[src/rtl/pwm_ctrl_pkg.sv]
// Shared definitions for the PWM duty ramp controller and its period counter.
// Holds the FSM state encoding, the counter width, the full-scale duty value
// and the saturating duty-step helper used by the ramp datapath.
package pwm_ctrl_pkg;

  localparam int unsigned PWM_CNT_W = 8;
  localparam logic [PWM_CNT_W-1:0] PWM_DUTY_MAX = 8'd255;

  typedef enum logic {
    ST_IDLE = 1'b0,
    ST_RAMP = 1'b1
  } ctrl_state_e;

  // Move cur toward tgt by min(step, |tgt-cur|). Done in 9 bits so the
  // difference and the sum can never wrap; the result never passes tgt.
  function automatic logic [PWM_CNT_W-1:0] ramp_step(
    input logic [PWM_CNT_W-1:0] cur,
    input logic [PWM_CNT_W-1:0] tgt,
    input logic [PWM_CNT_W-1:0] step
  );
    logic [PWM_CNT_W:0] cur9;
    logic [PWM_CNT_W:0] tgt9;
    logic [PWM_CNT_W:0] stp9;
    logic [PWM_CNT_W:0] gap9;
    logic [PWM_CNT_W:0] mv9;
    logic [PWM_CNT_W:0] nxt9;
    cur9 = {1'b0, cur};
    tgt9 = {1'b0, tgt};
    stp9 = {1'b0, step};
    if (tgt9 >= cur9) begin
      gap9 = tgt9 - cur9;
      mv9  = (gap9 < stp9) ? gap9 : stp9;
      nxt9 = cur9 + mv9;
    end else begin
      gap9 = cur9 - tgt9;
      mv9  = (gap9 < stp9) ? gap9 : stp9;
      nxt9 = cur9 - mv9;
    end
    return PWM_CNT_W'(nxt9);
  endfunction

endpackage

[src/rtl/pwm_period_counter.sv]
// Free-running PWM period counter: counts 0..255 and wraps while enabled,
// holds while disabled. boundary_o marks the last count of a period so that
// anything updated on it takes effect from count 0 of the next period.
module pwm_period_counter
  import pwm_ctrl_pkg::*;
(
  input  logic                 clk_i,
  input  logic                 rst_ni,
  input  logic                 en_i,
  output logic [PWM_CNT_W-1:0] count_o,
  output logic                 boundary_o
);

  logic [PWM_CNT_W-1:0] cnt_q;
  logic [PWM_CNT_W-1:0] cnt_d;

  // Next count: natural wrap from 255 to 0, hold when disabled.
  always_comb begin
    cnt_d = cnt_q;
    if (en_i) begin
      cnt_d = cnt_q + PWM_CNT_W'(1);
    end
  end

  // Period count register.
  always_ff @(posedge clk_i or negedge rst_ni) begin
    if (!rst_ni) begin
      cnt_q <= '0;
    end else begin
      cnt_q <= cnt_d;
    end
  end

  assign count_o    = cnt_q;
  assign boundary_o = en_i && (cnt_q == PWM_DUTY_MAX);

endmodule

[src/rtl/pwm_ramp_ctrl.sv]
// PWM duty ramp controller. Accepts a target duty over a valid/ready
// handshake and walks the registered duty output toward it, changing duty
// only at PWM period boundaries so each value applies to whole periods.
// Build option: define PWM_CTRL_RAMP_EN for stepped ramping (STEP per
// DIV periods); without it the target is loaded at the first boundary.
module pwm_ramp_ctrl
  import pwm_ctrl_pkg::*;
#(
  parameter logic [PWM_CNT_W-1:0] STEP = 8'd1,
  parameter int unsigned          DIV  = 1
) (
  input  logic                 clk,
  input  logic                 reset_n,
  input  logic                 enable,
  input  logic                 cmd_valid,
  input  logic [PWM_CNT_W-1:0] cmd_duty,
  output logic                 cmd_ready,
  output logic [PWM_CNT_W-1:0] duty,
  output logic                 period_start,
  output logic                 busy,
  output logic                 done
);

  // Without ramping, a full-scale step with no division reaches any target
  // in one boundary update, so both builds share one datapath.
`ifdef PWM_CTRL_RAMP_EN
  localparam logic [PWM_CNT_W-1:0] STEP_EFF = STEP;
  localparam logic [PWM_CNT_W-1:0] DIV_LAST = PWM_CNT_W'(DIV - 1);
`else
  localparam logic [PWM_CNT_W-1:0] STEP_EFF = STEP | PWM_DUTY_MAX;
  localparam logic [PWM_CNT_W-1:0] DIV_LAST = PWM_CNT_W'(DIV - 1) & '0;
`endif

  logic [PWM_CNT_W-1:0] count;
  logic                 boundary;

  ctrl_state_e          state_q;
  logic [PWM_CNT_W-1:0] duty_q;
  logic [PWM_CNT_W-1:0] target_q;
  logic [PWM_CNT_W-1:0] div_q;
  logic                 cmd_ready_q;
  logic                 busy_q;
  logic                 done_q;
  logic [PWM_CNT_W-1:0] step_duty_d;

  pwm_period_counter u_period_counter (
    .clk_i      (clk),
    .rst_ni     (reset_n),
    .en_i       (enable),
    .count_o    (count),
    .boundary_o (boundary)
  );

  // Candidate duty for the next ramp step toward the latched target.
  always_comb begin
    step_duty_d = ramp_step(duty_q, target_q, STEP_EFF);
  end

  // Control FSM with registered handshake/status outputs. Ramp progress is
  // tied to boundary, which already includes enable, so enable=0 freezes
  // the ramp and divider; command intake in IDLE does not depend on enable.
  always_ff @(posedge clk or negedge reset_n) begin
    if (!reset_n) begin
      state_q     <= ST_IDLE;
      duty_q      <= '0;
      target_q    <= '0;
      div_q       <= '0;
      cmd_ready_q <= 1'b0;
      busy_q      <= 1'b0;
      done_q      <= 1'b0;
    end else begin
      done_q <= 1'b0;
      case (state_q)
        ST_IDLE: begin
          cmd_ready_q <= 1'b1;
          if (cmd_valid && cmd_ready_q) begin
            target_q <= cmd_duty;
            if (cmd_duty == duty_q) begin
              done_q <= 1'b1;
            end else begin
              state_q     <= ST_RAMP;
              busy_q      <= 1'b1;
              cmd_ready_q <= 1'b0;
              div_q       <= '0;
            end
          end
        end
        ST_RAMP: begin
          cmd_ready_q <= 1'b0;
          if (boundary) begin
            if (div_q == DIV_LAST) begin
              div_q  <= '0;
              duty_q <= step_duty_d;
              if (step_duty_d == target_q) begin
                state_q     <= ST_IDLE;
                busy_q      <= 1'b0;
                done_q      <= 1'b1;
                cmd_ready_q <= 1'b1;
              end
            end else begin
              div_q <= div_q + PWM_CNT_W'(1);
            end
          end
        end
        default: begin
          state_q     <= ST_IDLE;
          busy_q      <= 1'b0;
          cmd_ready_q <= 1'b0;
        end
      endcase
    end
  end

  assign cmd_ready    = cmd_ready_q;
  assign duty         = duty_q;
  assign busy         = busy_q;
  assign done         = done_q;
  assign period_start = (count == '0);

endmodule

[config.mk]
export PLATFORM = sky130hd
export DESIGN_NAME = pwm_ramp_ctrl
export DESIGN_NICKNAME = d
export VERILOG_FILES = /design/src/rtl/pwm_ctrl_pkg.sv /design/src/rtl/pwm_period_counter.sv /design/src/rtl/pwm_ramp_ctrl.sv
export SDC_FILE = /design/constraint.sdc
export NUM_CORES = 1
export LEC_CHECK = 0
export CAP_MARGIN = 20
export CORE_MARGIN = 4
export CORE_UTILIZATION = 40
export DETAILED_ROUTE_END_ITERATION = 6
export PLACE_DENSITY = 0.69
export SYNTH_ARGS = -nofsm -noshare
export SYNTH_HDL_FRONTEND = slang
export SYNTH_SLANG_ARGS = --single-unit
[constraint.sdc]
create_clock -name clk -period 5.25 [get_ports clk]
set_input_delay 1.05 -clock clk [delete_from_list [all_inputs] [get_ports clk]]
set_output_delay 1.05 -clock clk [all_outputs]
set_load 0.02 [all_outputs]
======== Yosys cells after proc, flatten, opt, wreduce, memory -nomap -nowiden ========
Cells that the tools add are included.
storage, ports and cells
  register bits after elaboration ......... 36
  logic and storage cells ................. 62
  input port bits ......................... 12
operators by class
  reduce and logical (&&, ||, !) cells .... 8
  equality and inequality tests ........... 8
  muxes and demuxes ....................... 28
  $add $sub $neg .......................... 6
  bitwise logic cells ..................... 1
  magnitude comparators ................... 3
operators by type and width
  kind                                                 number
  2-to-1 mux 8 bit                                     7
  < comparator 9 x 8 -> 1 bit (second input constant)  2
  subtractor 8 x 8 -> 9 bit                            2
  adder 8 x 1 -> 8 bit (second input constant)         2
  == test 8 bit                                        2
  zero test 8 bit                                      2
  2-to-1 mux 1 bit                                     16
  one-hot mux 8 bit (2 select lines)                   1
  adder 8 bit                                          1
  == test 8 bit (second input constant)                1
  >= comparator 8 bit                                  1
  one-hot mux 1 bit (2 select lines)                   4
  subtractor 8 bit                                     1
  != test 2 bit (second input constant)                3
  AND reduction 3 bit                                  2
  AND reduction 5 bit                                  1
  != test 2 x 1 -> 1 bit (second input constant)       2
  logical AND 1 bit                                    2
  AND reduction 2 bit                                  1
  inverter 1 bit                                       1

======== Depth between registers and ports, before layout ========
  depth in word-level cells ............... 10
  mapped depth ............................ 26

======== By module ========
A second synthesis with hierarchy kept.
second synthesis, totals
  cells, all modules ...................... 350
  area total of the unflattened synthesis .. 3166.8 um2
by module, submodules not included
  module              area each (um2)  times used  cells each
  pwm_ramp_ctrl       2807.7           1           320
  pwm_period_counter  359.1            1           30

======== Worst setup path before layout ========
OpenSTA, ideal clock, no wires.
  path kind ............................... reg2reg
  start point ............................. register duty_q[0], in the netlist duty[0]
  end point ............................... register busy_q, in the netlist busy
  required time ........................... 5.124 ns
  period minus slack after synthesis ...... 5.397 ns
  path buffers ............................ 0
  slack ................................... -0.147 ns
  stages on the path, launching flop included .. 25
  arrival time ............................ 5.271 ns
  library setup time ...................... 0.126 ns
  cell sequence ........................... dfrtp_1 -> inv_1 -> ha_1 -> inv_1 -> fa_1 -> a211oi_1 -> nor2_1 -> o311ai_1 -> nand2_1 -> o31ai_1 -> nor2_1 -> ha_1 -> nor3b_1 -> xnor2_1 -> a21oi_1 -> a21oi_1 -> ha_1 -> a21o_1 -> o31ai_1 -> xnor2_1 -> nand3_1 -> nor2_1 -> o31a_1 -> nor2_1 -> o32a_1
on the way
  cells in the longest elaborated chain, start to end .. 8
  elaborated cells between the ends (all ways) .. 15
RTL lines
  what                                             RTL line                                text
  start: declaration                               pwm_ramp_ctrl.sv:38                     logic [PWM_CNT_W-1:0] duty_q;
  start signal: assignment                         pwm_ramp_ctrl.sv:93                     duty_q <= step_duty_d;
  subtractor 8 x 8 -> 9 bit (on tied branches)     pwm_ctrl_pkg.sv:35, pwm_ctrl_pkg.sv:31
  < comparator 9 x 8 -> 1 bit (on tied branches)   pwm_ctrl_pkg.sv:36, pwm_ctrl_pkg.sv:32
  2-to-1 mux 8 bit (on tied branches)              pwm_ctrl_pkg.sv:36, pwm_ctrl_pkg.sv:32
  subtractor 8 bit or adder 8 bit (tied branches)  pwm_ctrl_pkg.sv:37, pwm_ctrl_pkg.sv:33
  2-to-1 mux 8 bit                                 pwm_ctrl_pkg.sv:30                      if (tgt9 >= cur9) begin
  == test 8 bit                                    pwm_ramp_ctrl.sv:94                     if (step_duty_d == target_q) begin
  != test 2 x 1 -> 1 bit (no line)                 -
  AND reduction 5 bit (no line) *                  -
  end signal: assignment                           pwm_ramp_ctrl.sv:82                     busy_q <= 1'b1;
  end signal: assignment                           pwm_ramp_ctrl.sv:96                     busy_q <= 1'b0;
  end signal: assignment                           pwm_ramp_ctrl.sv:107                    busy_q <= 1'b0;
  end: declaration                                 pwm_ramp_ctrl.sv:42                     logic busy_q;
Every way passes the cells marked *; elsewhere a longest branch is shown, timed or not.
A chain may end at the register's enable or synchronous reset.

======== Worst setup path after layout ========
  start point ............................. register target_q[0]
  end point ............................... register busy_q, in the netlist busy
on the way
  cells in the longest elaborated chain, start to end .. 8
  elaborated cells between the ends (all ways) .. 13
RTL lines
  what                                             RTL line                                text
  start: declaration                               pwm_ramp_ctrl.sv:39                     logic [PWM_CNT_W-1:0] target_q;
  start signal: assignment                         pwm_ramp_ctrl.sv:77                     target_q <= cmd_duty;
  subtractor 8 x 8 -> 9 bit (on tied branches)     pwm_ctrl_pkg.sv:35, pwm_ctrl_pkg.sv:31
  < comparator 9 x 8 -> 1 bit (on tied branches)   pwm_ctrl_pkg.sv:36, pwm_ctrl_pkg.sv:32
  2-to-1 mux 8 bit (on tied branches)              pwm_ctrl_pkg.sv:36, pwm_ctrl_pkg.sv:32
  subtractor 8 bit or adder 8 bit (tied branches)  pwm_ctrl_pkg.sv:37, pwm_ctrl_pkg.sv:33
  2-to-1 mux 8 bit                                 pwm_ctrl_pkg.sv:30
  == test 8 bit *                                  pwm_ramp_ctrl.sv:94
  != test 2 x 1 -> 1 bit (no line) *               -
  AND reduction 5 bit (no line) *                  -
Marked as above.

==> impl_results.md <==
* Setup violators final at 0
* Largest cells by area after synthesis: dfrtp_1 (27%), ha_1 (11%), xnor2_1 (7.7%)
* H-tree depth at 2
* Crit Path Category: register to register
* Routed WL at 8330 um
* Share of total power in sequential cells at 0.147
* Flip-flop and latch area at about 900 um2
* CTS Buf Count at 5
* WL per Instance at about 16 um
* Pre-Repair DR Iteration Count at 5
* Worst slew pin tran at 0.653 ns
* Synth top area share at 0.272
* Critical Path RT at between 5 and 6 ns
* Synth Register Bits at 36
* Post-synth cell types at 62
* Largest family of logic cells by synthesized area: simple AND/OR/NAND/NOR gates
* First-pass GRT wire length at about 14000 um
* Site Rows at 32
* Pwr Density at 689 nW/um2
* Clk root buf: clkbuf_8
* CTS Buffer Depth at 2
* Mux share of post-synthesis cell area at 0.0371
* Starting density of the core at 0.419
* Hold Crit Class: register to register
* Layout cells sized above 1 at 0.220
* Grt ovf at 0
* Drt via density at between 5 and 6
* Setup ws final at ~0.091 ns
* Clock Pin Slew Worst Setup and Hold Paths at roughly 0.07 ns
* Sw frac at 0.481
* DRC Markers at 0
* Clk_lat worst skew at 0.28 ns
* Sw power at between 0.001 and 0.0015 W
* Core ar. at a little under 8000 um2
* Mapped Cells at approximately 380
* CP Capture Type: register
* DIE AREA at slightly below 10000 um2
* Vias in the first global route at between 2000 and 3000
* Post-synthesis adder-cell area fraction at 0.132
* Worst setup SP type: register
* Maxcap violations at 0
* Fmax at between 150 and 200 MHz
* Area of the multi-input gates at ~2400 um2
* Final period util at 0.983
* Sequential area share after synthesis at 0.272
* Syn-to-layout area delta at 24.2%
* Slew margin rel. at 0.564
* Simple-gate share of the synthesized area at 0.211
* Hpwl dp at about 6400 um
* Fin. Hold Viols at 0
* Xor/xnor share of the synthesized area at 0.108
* Avg Inst Size Synth at approximately 8.7 um2
* Largest area contributor in the netlist: dfrtp_1
* Clock skew at approximately 0.0032 ns
* IO Port Bufs at 23
* Most common cell after layout, fill and taps aside: dfrtp_1
* Status: complete, no violations
* DRT iter0 DRCs at approximately 230
* Filler cell count at approximately 700
* Io pins at 24
* Most frequent cells in the layout: dfrtp_1 (35), buf_4 (30), inv_1 (29), nand2_1 (27), xnor2_1 (26)
* Die H at slightly below 100 um
* Routed vias at about 3000
* Sink count of the clock tree at 36
* Pin count of the biggest net entering global routing at 37
* Leak pwr at between 1.5 and 2 nW
* Initial antenna violation count at 0
* Post-DRT Antenna Nets at 0
* # diodes at 0
* Syn_nets at 427
* Nets at roughly 480
* All-layer global routing usage at 0.170
* Min Tclk post-route at between 5 and 6 ns
* Post-Syn Area at between 3000 and 4000 um2
* Top FF cell, synth: dfrtp_1
* Slew Viols, Final at 0
* Synth warn at 0
* Logic pwr share at 0.782
* Max VDD drop at ~0.00032 V
* DIE WIDTH at slightly below 100 um
* Compound-Gate Fraction of Synth Area at 0.188
* Clock power frac at 0.070
* Pre-CTS setup slack at -0.0246 ns
* Worst EP arrival at about 5.3 ns
* Placer Congestion at roughly 0.90
* Post-synth EDFFs at 0
* Crit Path Max Fanout at 5
* Post-layout util at 0.521
* Post-synth ARST share at 1.00
* Internal power at between 0.001 and 0.0015 W
* TritonCTS clock tree: done
* RSZ-0062 raised after global routing: yes
logic make-up (layout without fill, tap and decap cells):
kind of cell | Yosys count | count (layout)
multiplexers | 11 | 11
adder cells (fa/ha/maj) | 33 | 33
AO/OA/AOI/OAI | 88 | 88
flip-flops | 36 | 36
buffers and inverters | 43 | 93
AND/OR/NAND/NOR | 131 | 131
XOR/XNOR | 40 | 40
layout make-up:
cell class / instances / share of cell area
clock buffers: 8 / 0.0219
inverters: 31 / 0.0283
multi-input cells: 303 / 0.585
flip-flops and latches: 36 / 0.220
well taps: 102 / 0.0311
repair buffers: 54 / 0.114
path summary, 6_finish.rpt:
check / start / endpoint / depth (start not counted) / slack [ns]
worst min register to register: u_period_counter.count_o[7] / u_period_counter.count_o[7] / 1 / 0.50
worst max register to register: target_q[0] / busy / 26 / 0.09
min in group asynchronous: reset_n / div_q[3] / 2 / 1.18
worst max-delay path: target_q[0] / busy / 26 / 0.09
max in group asynchronous: reset_n / target_q[1] / 2 / 3.74
worst min-delay path: u_period_counter.count_o[7] / u_period_counter.count_o[7] / 1 / 0.50
critical path, stage by stage (launching register included):
cell and delay, ns:
dfrtp_1 0.44, ha_2 0.20, inv_2 0.04, fa_2 0.40, a211oi_2 0.28, nor2_2 0.14, nor2_4 0.17, nand4b_1 0.17
o31ai_4 0.32, nor2_1 0.09, ha_2 0.19, nor3b_4 0.15, buf_4 0.15, xnor2_2 0.13, a21oi_2 0.14, a21oi_2 0.06
ha_1 0.31, o211ai_1 0.09, nor2_2 0.18, nor2_2 0.09, xnor2_2 0.19, xnor2_1 0.17, nand4_1 0.16, nor4_2 0.22
buf_4 0.16, inv_1 0.04, o32a_1 0.33
layer usage:
metal / global-route usage / vias to the layer above / routed length (um)
met5: 0 / - / 0
met4: 0.0651 / 0 / 223
met3: 0.0184 / 17 / 312
met2: 0.292 / 89 / 4230
met1: 0.219 / 1461 / 3560
li1: - / 1456 / -
Yosys cell counts, types with 2 or more instances:
| cell type | instances |
|---|---|
| or2_2 | 3 |
| nand2b_1 | 7 |
| nor3_1 | 7 |
| o21ai_0 | 25 |
| clkbuf_1 | 8 |
| dfrtp_1 | 36 |
| nand2_1 | 27 |
| or3_1 | 2 |
| xnor2_1 | 29 |
| fa_1 | 3 |
| and3_1 | 6 |
| o22a_1 | 3 |
| buf_2 | 3 |
| nand4_1 | 11 |
| nor3b_1 | 3 |
| a221oi_1 | 2 |
| nand4b_1 | 2 |
| ha_1 | 30 |
| and2_1 | 3 |
| a211oi_1 | 5 |
| xor2_1 | 10 |
| o211ai_1 | 3 |
| o31ai_1 | 2 |
| nor4_1 | 2 |
| a21o_1 | 8 |
| a21oi_1 | 19 |
| inv_1 | 31 |
| nor2_1 | 30 |
| nand3_1 | 13 |
| nor2b_1 | 7 |
| mux2_2 | 10 |
| or4b_2 | 2 |
timing repair:
| action | in CTS | in global routing |
|---|---|---|
| setup buffers | 0 | 8 |
| pin swaps | 0 | 29 |
| hold endpoints to repair | 0 | 0 |
| setup endpoints to repair | 1 | 5 |
| gates cloned | 0 | 0 |
| hold buffers | 0 | 0 |
| resized for setup | 2 | 40 |
per-stage QoR:
| step | std cells | hold slack [ns] | power, W | instance area, um2 | setup TNS (ns) |
|---|---|---|---|---|---|
| global route | 534 | 0.537 | 0.00307 | 4110 | -0.465 |
| floorplan | 382 | 0.452 | 0.00185 | 3320 | 0 |
| global placement | 518 | 0.484 | 0.00224 | 3790 | 0 |
| detailed placement | 518 | 0.492 | 0.00227 | 3790 | -0.0246 |
| CTS | 526 | 0.506 | 0.00249 | 3890 | 0 |
| finish | 534 | 0.498 | 0.00283 | 4110 | 0 |
power by group through the flow:
stage	logic [W]	clock network (W)	registers, W
final	0.00221	0.000199	0.000417
after global routing	0.00242	0.000219	0.000430
after CTS	0.00187	0.000208	0.000414
after detailed placement	0.00185	0	0.000419
after global placement	0.00182	0	0.000418
after floorplan	0.00145	0	0.000400
state kept, by name (all words and copies together) (netlist names):
signal / count
div_q: 8
duty: 8
target_q: 8
u_period_counter.count_o: 8
busy: 1
cmd_ready: 1
done: 1
state_q: 1
No activity file was read; power rests on OpenSTA's default activity.
